`config.mk`:
```
export PLATFORM = sky130hd
export DESIGN_NAME = data_mem_access_unit
export DESIGN_NICKNAME = d
export VERILOG_FILES = /design/src/rtl/mem_access_pkg.sv /design/src/rtl/mem_lane_align.sv /design/src/rtl/data_mem_access_unit.sv
export SDC_FILE = /design/constraint.sdc
export NUM_CORES = 1
export LEC_CHECK = 0
export BUFFER_PORTS_ARGS = -buffer_cell sky130_fd_sc_hd__buf_4
export CAP_MARGIN = 0
export CORE_MARGIN = 10
export CORE_UTILIZATION = 47
export DETAILED_ROUTE_END_ITERATION = 16
export GPL_TIMING_DRIVEN = 1
export PLACE_DENSITY = 0.85
export RECOVER_POWER = 25
export SYNTH_ARGS = -nofsm -noshare
export SYNTH_HDL_FRONTEND = slang
export SYNTH_SLANG_ARGS = --single-unit
export TNS_END_PERCENT = 100
```
`constraint.sdc`:
```
create_clock -name CLK -period 2.2 [get_ports CLK]
set_clock_uncertainty 0.15 [all_clocks]
set_input_delay 0.11 -clock CLK [delete_from_list [all_inputs] [get_ports CLK]]
set_output_delay 0.11 -clock CLK [all_outputs]
set_load 0.01 [all_outputs]
```
`src/rtl/mem_access_pkg.sv`:
```
// Shared encodings for the data-memory access unit: request sizes, FSM states
// and the big-endian lane placement helpers.
package mem_access_pkg;

    localparam logic [1:0] SZ_BYTE = 2'b00;
    localparam logic [1:0] SZ_HALF = 2'b01;
    localparam logic [1:0] SZ_WORD = 2'b10;

    localparam logic [1:0] OFF_B0 = 2'd0;
    localparam logic [1:0] OFF_B1 = 2'd1;
    localparam logic [1:0] OFF_B2 = 2'd2;
    localparam logic [1:0] OFF_B3 = 2'd3;

    typedef enum logic [2:0] {
        ST_IDLE   = 3'd0,
        ST_LOAD   = 3'd1,
        ST_RMW_RD = 3'd2,
        ST_RMW_WR = 3'd3,
        ST_WRITE  = 3'd4,
        ST_RESP   = 3'd5
    } state_e;

    // Bit position of the lane LSB inside the big-endian word.
    function automatic logic [4:0] lane_shift(input logic [1:0] size, input logic [1:0] offset);
        logic [4:0] sh;
        sh = 5'd0;
        if (size == SZ_BYTE) begin
            case (offset)
                OFF_B0:  sh = 5'd24;
                OFF_B1:  sh = 5'd16;
                OFF_B2:  sh = 5'd8;
                default: sh = 5'd0;
            endcase
        end else if (size == SZ_HALF) begin
            sh = offset[1] ? 5'd0 : 5'd16;
        end
        return sh;
    endfunction

    function automatic logic [31:0] lane_mask(input logic [1:0] size);
        logic [31:0] m;
        case (size)
            SZ_BYTE: m = 32'h0000_00FF;
            SZ_HALF: m = 32'h0000_FFFF;
            default: m = 32'hFFFF_FFFF;
        endcase
        return m;
    endfunction

endpackage

```
`src/rtl/mem_lane_align.sv`:
```
// Combinational lane extract/extend for loads and lane merge for sub-word
// stores; one instance serves both the LOAD and RMW_WR paths.
module mem_lane_align
    import mem_access_pkg::*;
(
    input  logic [31:0] i_word,
    input  logic [1:0]  i_size,
    input  logic [1:0]  i_offset,
    input  logic        i_signed,
    input  logic [31:0] i_wdata,
    output logic [31:0] o_load_data,
    output logic [31:0] o_merged
);

    logic [4:0]  w_shift;
    logic [31:0] w_mask;
    logic [31:0] w_lane;

    assign w_shift = lane_shift(i_size, i_offset);
    assign w_mask  = lane_mask(i_size);
    assign w_lane  = i_word >> w_shift;

    always_comb begin
        o_load_data = w_lane;
        case (i_size)
            SZ_BYTE: o_load_data = {{24{i_signed & w_lane[7]}},  w_lane[7:0]};
            SZ_HALF: o_load_data = {{16{i_signed & w_lane[15]}}, w_lane[15:0]};
            default: o_load_data = w_lane;
        endcase
    end

    assign o_merged = (i_word & ~(w_mask << w_shift)) | ((i_wdata & w_mask) << w_shift);

endmodule

```
`src/rtl/data_mem_access_unit.sv`:
```
// MEM-stage load/store initiator for the word-wide big-endian Data_Memory:
// validates requests, sequences read/write strobes and returns extended load data.
module data_mem_access_unit
    import mem_access_pkg::*;
#(
    parameter int MEM_WORDS = 32,
    parameter int ADDR_W    = 32
) (
    input  logic              CLK,
    input  logic              Reset,
    input  logic              req_valid,
    output logic              req_ready,
    input  logic              req_write,
    input  logic [1:0]        req_size,
    input  logic              req_signed,
    input  logic [ADDR_W-1:0] req_addr,
    input  logic [31:0]       req_wdata,
    output logic              resp_valid,
    input  logic              resp_ready,
    output logic [31:0]       resp_rdata,
    output logic              resp_err,
    output logic              MemRead,
    output logic              MemWrite,
    output logic [ADDR_W-1:0] DataAddr,
    output logic [31:0]       writeData,
    input  logic [31:0]       readData
);

    localparam logic [ADDR_W-1:0] WORD_LIMIT = ADDR_W'(MEM_WORDS);

    state_e            r_state;
    state_e            w_state_next;
    logic [ADDR_W-1:0] r_addr;
    logic [1:0]        r_size;
    logic              r_signed;
    logic [31:0]       r_wdata;
    logic              r_err;
    logic [31:0]       r_rdata;
    logic [31:0]       r_merge;

    logic [ADDR_W-1:0] w_word_idx;
    logic              w_req_err;
    logic [31:0]       w_align_word;
    logic [31:0]       w_load_data;
    logic [31:0]       w_merged;

    assign w_word_idx = req_addr >> 2;

    always_comb begin
        case (req_size)
            SZ_BYTE: w_req_err = 1'b0;
            SZ_HALF: w_req_err = req_addr[0];
            SZ_WORD: w_req_err = |req_addr[1:0];
            default: w_req_err = 1'b1;
        endcase
        if (w_word_idx >= WORD_LIMIT) begin
            w_req_err = 1'b1;
        end
    end

    // LOAD extracts from live memory data; RMW_WR merges into the captured word.
    assign w_align_word = (r_state == ST_RMW_WR) ? r_merge : readData;

    mem_lane_align u_lane_align (
        .i_word      (w_align_word),
        .i_size      (r_size),
        .i_offset    (r_addr[1:0]),
        .i_signed    (r_signed),
        .i_wdata     (r_wdata),
        .o_load_data (w_load_data),
        .o_merged    (w_merged)
    );

    always_comb begin
        w_state_next = r_state;
        case (r_state)
            ST_IDLE: begin
                if (req_valid) begin
                    if (w_req_err)               w_state_next = ST_RESP;
                    else if (!req_write)         w_state_next = ST_LOAD;
                    else if (req_size == SZ_WORD) w_state_next = ST_WRITE;
                    else                         w_state_next = ST_RMW_RD;
                end
            end
            ST_LOAD:   w_state_next = ST_RESP;
            ST_RMW_RD: w_state_next = ST_RMW_WR;
            ST_RMW_WR: w_state_next = ST_RESP;
            ST_WRITE:  w_state_next = ST_RESP;
            ST_RESP:   if (resp_ready) w_state_next = ST_IDLE;
            default:   w_state_next = ST_IDLE;
        endcase
    end

    // Strobes depend only on registered state so MemWrite is glitch-free at the negedge commit.
    always_comb begin
        req_ready  = 1'b0;
        resp_valid = 1'b0;
        resp_err   = 1'b0;
        resp_rdata = 32'd0;
        MemRead    = 1'b0;
        MemWrite   = 1'b0;
        DataAddr   = r_addr >> 2;
        writeData  = 32'd0;
        case (r_state)
            ST_IDLE: begin
                req_ready = 1'b1;
                DataAddr  = '0;
            end
            ST_LOAD, ST_RMW_RD: MemRead = 1'b1;
            ST_RMW_WR: begin
                MemWrite  = 1'b1;
                writeData = w_merged;
            end
            ST_WRITE: begin
                MemWrite  = 1'b1;
                writeData = r_wdata;
            end
            ST_RESP: begin
                resp_valid = 1'b1;
                resp_err   = r_err;
                resp_rdata = r_rdata;
            end
            default: DataAddr = '0;
        endcase
    end

    always_ff @(posedge CLK) begin
        if (Reset) begin
            r_state  <= ST_IDLE;
            r_addr   <= '0;
            r_size   <= SZ_BYTE;
            r_signed <= 1'b0;
            r_wdata  <= 32'd0;
            r_err    <= 1'b0;
            r_rdata  <= 32'd0;
            r_merge  <= 32'd0;
        end else begin
            r_state <= w_state_next;
            case (r_state)
                ST_IDLE: begin
                    if (req_valid) begin
                        r_addr   <= req_addr;
                        r_size   <= req_size;
                        r_signed <= req_signed;
                        r_wdata  <= req_wdata;
                        r_err    <= w_req_err;
                        r_rdata  <= 32'd0;
                    end
                end
                ST_LOAD:   r_rdata <= w_load_data;
                ST_RMW_RD: r_merge <= readData;
                default: ;
            endcase
        end
    end

endmodule

```
## Word level (Yosys, flattened, before mapping)

Index checks and enable logic that the tools add are counted.

| cells by class | value |
|---|---|
| order comparisons | 1 |
| equality and inequality tests | 12 |
| shifts and indexed selects | 3 |
| muxes and demuxes | 25 |
| bitwise logic cells | 6 |
| reductions and logical operators | 13 |

Operator list:

| operator | number |
|---|---|
| $pmux 32 s2 | 4 |
| $mux 32 | 3 |
| $and 32x32->32 | 2 |
| $shl 32x5->32 | 2 |
| $not 32->32 | 1 |
| $or 32x32->32 | 1 |
| $shr 32x5->32 | 1 |
| $ge 30x6->1 const B | 1 |
| $mux 30 | 1 |
| $mux 3 | 5 |
| $mux 5 | 3 |
| $pmux 5 s3 | 1 |
| $pmux 3 s4 | 1 |
| $eq 2x1->1 const B | 3 |
| $eq 3x2->1 const B | 2 |
| $eq 3x3->1 const B | 2 |
| $logic_not 2->1 | 3 |
| $mux 1 | 6 |
| $reduce_and 2->1 | 3 |
| $reduce_or 2->1 | 3 |
| $reduce_or 5->1 | 1 |
| $eq 2x2->1 const B | 2 |
| $ne 2x2->1 const B | 2 |
| $eq 3x1->1 const B | 1 |
| 5 further kinds | 6 |

| storage, ports and cells | value |
|---|---|
| register bits after elaboration | 135 |
| bits of input ports | 104 |
| output and inout bits | 101 |

## Logic depth before layout (Yosys ltp)

| logic depth | value |
|---|---|
| depth after elaboration | 8 |
| mapped depth | 9 |

## Hierarchy

From an unflattened synthesis, not the netlist that was laid out.

| unflattened totals | value |
|---|---|
| cells, all modules | 1055 |
| area total of the unflattened synthesis | 7511.0 sq um |

By module, submodules not included:

| module | instances | cells an instance | area an instance (sq um) | seq. area each (sq um) |
|---|---|---|---|---|
| data_mem_access_unit | 1 | 837 | 6047.0 | 2702.6 |
| mem_lane_align | 1 | 218 | 1463.9 | 0.0 |

## Worst setup path before layout

Ideal clock, no wire load.

| timing path | value |
|---|---|
| path type | register -> register |
| from | register r_size[0] |
| to | register r_rdata[23] |
| setup time | 0.067 ns |
| data arrival time | 1.984 ns |
| required time | 1.983 ns |
| path slack | -0.001 ns |
| cell stages (with the launch flop) | 10 |
| path buffers | 3 |
| cell sequence | dfxtp_1 buf_6 or2_4 a21o_1 buf_6 and3_4 nor4_4 o21bai_4 buf_6 o21ai_2 |

| on the way | value |
|---|---|
| longest elaborated chain between the ends | 7 |
| elaborated cells on any way between the ends | 9 |

RTL lines:

| item | line | text |
|---|---|---|
| start: declaration | data_mem_access_unit.sv:34 | `logic [1:0] r_size;` |
| start signal: assignment | data_mem_access_unit.sv:143 | `r_size <= req_size;` |
| $eq 2x1->1 | mem_access_pkg.sv:34, mem_lane_align.sv:25 |  |
| $mux 5 | mem_access_pkg.sv:34 | `end else if (size == SZ_HALF) begin` |
| $mux 5 | mem_access_pkg.sv:27 | `if (size == SZ_BYTE) begin` |
| $shr 32x5->32 | mem_lane_align.sv:21 | `assign w_lane = i_word >> w_shift;` |
| $and 1x1->1 (on tied branches) | mem_lane_align.sv:27, mem_lane_align.sv:26 |  |
| $pmux 32 s2 (*) | mem_lane_align.sv:25 | `case (i_size)` |
| $pmux 32 s2 (*) | data_mem_access_unit.sv:139 | `case (r_state)` |
| end signal: assignment | data_mem_access_unit.sv:150 | `ST_LOAD: r_rdata <= w_load_data;` |
| end: declaration | data_mem_access_unit.sv:38 | `logic [31:0] r_rdata;` |

Every way passes the cells marked *; elsewhere a longest branch is shown, timed or not.
A chain may end at the register's enable or synchronous reset.

## Final worst setup path

| timing path | value |
|---|---|
| from | register r_state[2] |
| to | output writeData[13] |

| on the way | value |
|---|---|
| longest elaborated chain between the ends | 5 |
| elaborated cells on any way between the ends | 6 |

RTL lines:

| item | line | text |
|---|---|---|
| start: declaration | data_mem_access_unit.sv:31 | `state_e r_state;` |
| start signal: assignment | data_mem_access_unit.sv:138 | `r_state <= w_state_next;` |
| $eq 3x2->1 | data_mem_access_unit.sv:62, data_mem_access_unit.sv:104 |  |
| $mux 32 | data_mem_access_unit.sv:62 | `assign w_align_word = (r_state == ST_RMW_WR) ? r_merge : readData;` |
| $and 32x32->32 | mem_lane_align.sv:32 | `assign o_merged = (i_word & ~(w_mask << w_shift)) \| ((i_wdata & w_mask) << w_shift);` |
| $or 32x32->32 | mem_lane_align.sv:32 |  |
| $pmux 32 s2 (*) | data_mem_access_unit.sv:104 | `case (r_state)` |
| end: declaration | data_mem_access_unit.sv:25 | `output logic [31:0] writeData,` |

Marked as above.

==> results.py <==
metrics = {
    "sta": {
        "max_freq_ghz": 0.424,
        "rsz0062_at_grt": "true",
        "post-route-period-util": 1.07,
        "maxSlewViolCount": 0,
        "layout_setup_ws_ns": -0.161,
        "setup-violations-final": 53,
        "timing.final.crit_period_ns": 2.36,
        "worstMarginPinSlew_ns": 0.567,
        "slew_headroom": 0.622,
        "final-hold-violation-count": 0,
    },
    "detailed_routing": {
        "firstDrtPassIters": 10,
        "vias": 8410,
        "met1_length_mm": 10.6,
        "routedWlPerCell_um": 20.8,
        "first_iter_violations": 901,
        "antenna_left": 0,
        "wl_met2_mm": 14.3,
        "vias_per_cell": 5.85,
        "routed_wl_mm": 29.9,
        "highest_layer": "met4",
        "drc_errors": 0,
        "dr_wl_met3_mm": 3.14,
    },
    "grt": {
        "grt_max_degree": 58,
        "grt_overflow": 0,
        "grt_pass1_wl_mm": 44.1,
        "grtUsageTotal": 0.277,
        "grt_pass1_vias": 8170,
        "grt_antenna_before_repair": 1,
    },
    "cts": {
        "htreeDepth": 4,
        "cts_buffers": 17,
        "cts_tree": "built",
        "clkTransAtPathRegs_ns": 0.06,
        "cts_buffer_depth": 2,
        "clk_latency_ns": 0.42,
        "clock-sinks": 135,
        "cts_root_buffer": "clkbuf_16",
    },
    "cells_and_area": {
        "final_cell_mix": "nand2_1 (272), buf_4 (234), dfxtp_1 (130)",
        "fin_area_um2": 10900,
        "area_delta_synth_final_pct": 63.0,
        "drive_above_1_share": 0.325,
        "final_common_cell": "nand2_1",
        "finalNetCount": 1346,
    },
    "floorplan": {
        "core_um2": 13900,
        "initial_core_util": 0.482,
        "dieArea_um2": 19500,
        "row_count": 43,
        "top_level_ports": 205,
        "die_w_um": 140,
        "die_h_um": 140,
    },
    "synthesis": {
        "synth_compound_area_frac": 0.228,
        "synthDistinctLibCells": 50,
        "synth_xor_area_frac": 0,
        "synth_seq_area_share": 0.403,
        "ys_ff_latch": 135,
        "post-synth-top-area-cell": "dfxtp_1",
        "synth_area_per_cell_um2": 7.36,
        "yosysTopAreaCellShare": 0.403,
        "ys.flop_type": "dfxtp_1",
        "synth_edf_count": 0,
        "synthMuxAreaShare": 0.0408,
        "yosys_warnings": 0,
        "synthArstFlopShare": 0,
        "netlist_top_cells_area": "dfxtp_1 (40%), nand2_1 (15%), a21oi_1 (10%), and2_1 (6.2%), o21ai_0 (3.4%)",
        "synthAdderAreaFrac": 0,
        "syn_inst": 912,
        "synth_top_family_by_area": "simple AND/OR/NAND/NOR gates",
        "synthSimpleGateAreaFrac": 0.276,
        "syn-cell-area_um2": 6710,
    },
    "flow_run": {
        "cap_viol_max_count": 0,
    },
    "placement": {
        "dpl_worst_slack_ns": 0.0399,
        "place_area_um2": 8590,
        "dp_hpwl_mm": 18.0,
        "gp_congestion": 0.999,
        "port_buffers": 202,
    },
    "worst_setup_path": {
        "critPathArrivalTime_ns": 2.10,
        "endpoint_kind": "output pin",
        "start_kind": "register",
        "crit_required_ns": 1.94,
        "crit_type": "reg2out",
        "crit_fanout": 5,
    },
    "status": {
        "status": "finished with violations",
        "violations": "setup timing",
    },
    "power": {
        "power_density_nw_per_um2": 632,
        "p_leak_nw": 4.57,
        "irDropWorstVdd_mv": 0.491,
    },
    "min_path": {
        "hp-class": "in2reg",
    },
}
==> stage by stage <==
stage                util  total power (W)  hold slack [ns]  cells  setup TNS, ns
floorplan               -          0.00327           0.0960    913              0
global placement    0.617          0.00378            0.206   1273              0
detailed placement  0.617          0.00380            0.218   1273              0
CTS                 0.757          0.00676           0.0864   1426         -0.316
global route        0.785          0.00714            0.131   1435          -6.69
finish              0.785          0.00691            0.105   1437          -4.21
==> cell usage after synthesis, types with 6 or more instances <==
library cell and number:
inv_1 11, dfxtp_1 135, clkbuf_1 55, nor2_1 44, o21ai_0 46, a31oi_1 6
nor3_1 8, o21ai_2 10, nor4_1 7, nand2_1 276, and2_1 66, mux2i_1 6
buf_2 7, a22oi_1 14, a21oi_1 134, mux4_2 8, a22o_1 8
==> final cells by class <==
type,instances,area [um2]
inverters,11,43.8
clock buffers,19,443
fillers,864,2990
repair buffers,382,3360
clock inverters,12,128
multi-input cells,695,4010
well taps,180,225
flip-flops and latches,135,2720
diodes,3,7.51
==> routing by layer <==
| metal | vias up | global-route usage |
|---|---|---|
| met5 | - | 0 |
| met4 | 0 | 0.156 |
| met3 | 167 | 0.0711 |
| met2 | 617 | 0.455 |
| met1 | 3856 | 0.320 |
| li1 | 3770 | - |
==> what timing repair did <==
| item | CTS | global route |
|---|---|---|
| hold buffers | 109 | 0 |
| endpoints found under the hold margin | 123 | 0 |
| pin swaps | 17 | 32 |
| gates resized for setup | 48 | 105 |
| gates cloned | 2 | 1 |
| setup endpoints to repair | 32 | 68 |
| setup buffers | 12 | 8 |
==> final timing paths <==
check                               start                        to  slack, ns  cells past startpoint
setup / recovery  r_state[2]$_SDFFE_PP0P_             writeData[13]      -0.16                      7
hold / removal                 resp_ready   r_state[1]$_SDFFE_PP0P_       0.10                      5
setup reg to reg  r_state[2]$_SDFFE_PP0P_  r_rdata[22]$_SDFFE_PP0P_      -0.14                      8
hold reg to reg   r_rdata[4]$_SDFFE_PP0P_   r_rdata[4]$_SDFFE_PP0P_       0.30                      2
==> flip-flops by register name, indices dropped and copies added, names as in the netlist <==
name,cells
r_addr,32
r_err,1
r_merge,32
r_rdata,32
r_signed,1
r_size,2
r_state,3
r_wdata,32
==> report_power, final <==
| group | total (W) | switching, W | internal [W] | leakage (nW) |
|---|---|---|---|---|
| Combinational | 0.00148 | 0.000790 | 0.000687 | 3.20 |
| Clock | 0.00278 | 0.00110 | 0.00169 | 0.271 |
| Sequential | 0.00265 | 0.0000985 | 0.00256 | 1.10 |
| Total | 0.00691 | 0.00198 | 0.00493 | 4.57 |
==> cell families after synthesis <==
logic type / Yosys count
and+or+nand+nor: 422
AOI/OAI and AO/OA: 254
DFF: 135
other: 1
buffers and inverters: 83
muxes: 17
==> worst max-delay path: stages (launching register included) <==
cell and delay, ns:
dfxtp_2 0.33, nand3b_1 0.33, buf_12 0.24, mux2i_2 0.16
a21oi_1 0.14, o221ai_1 0.11, o22ai_1 0.20, buf_4 0.18
Note: power is estimated with default switching activity, not from simulation.
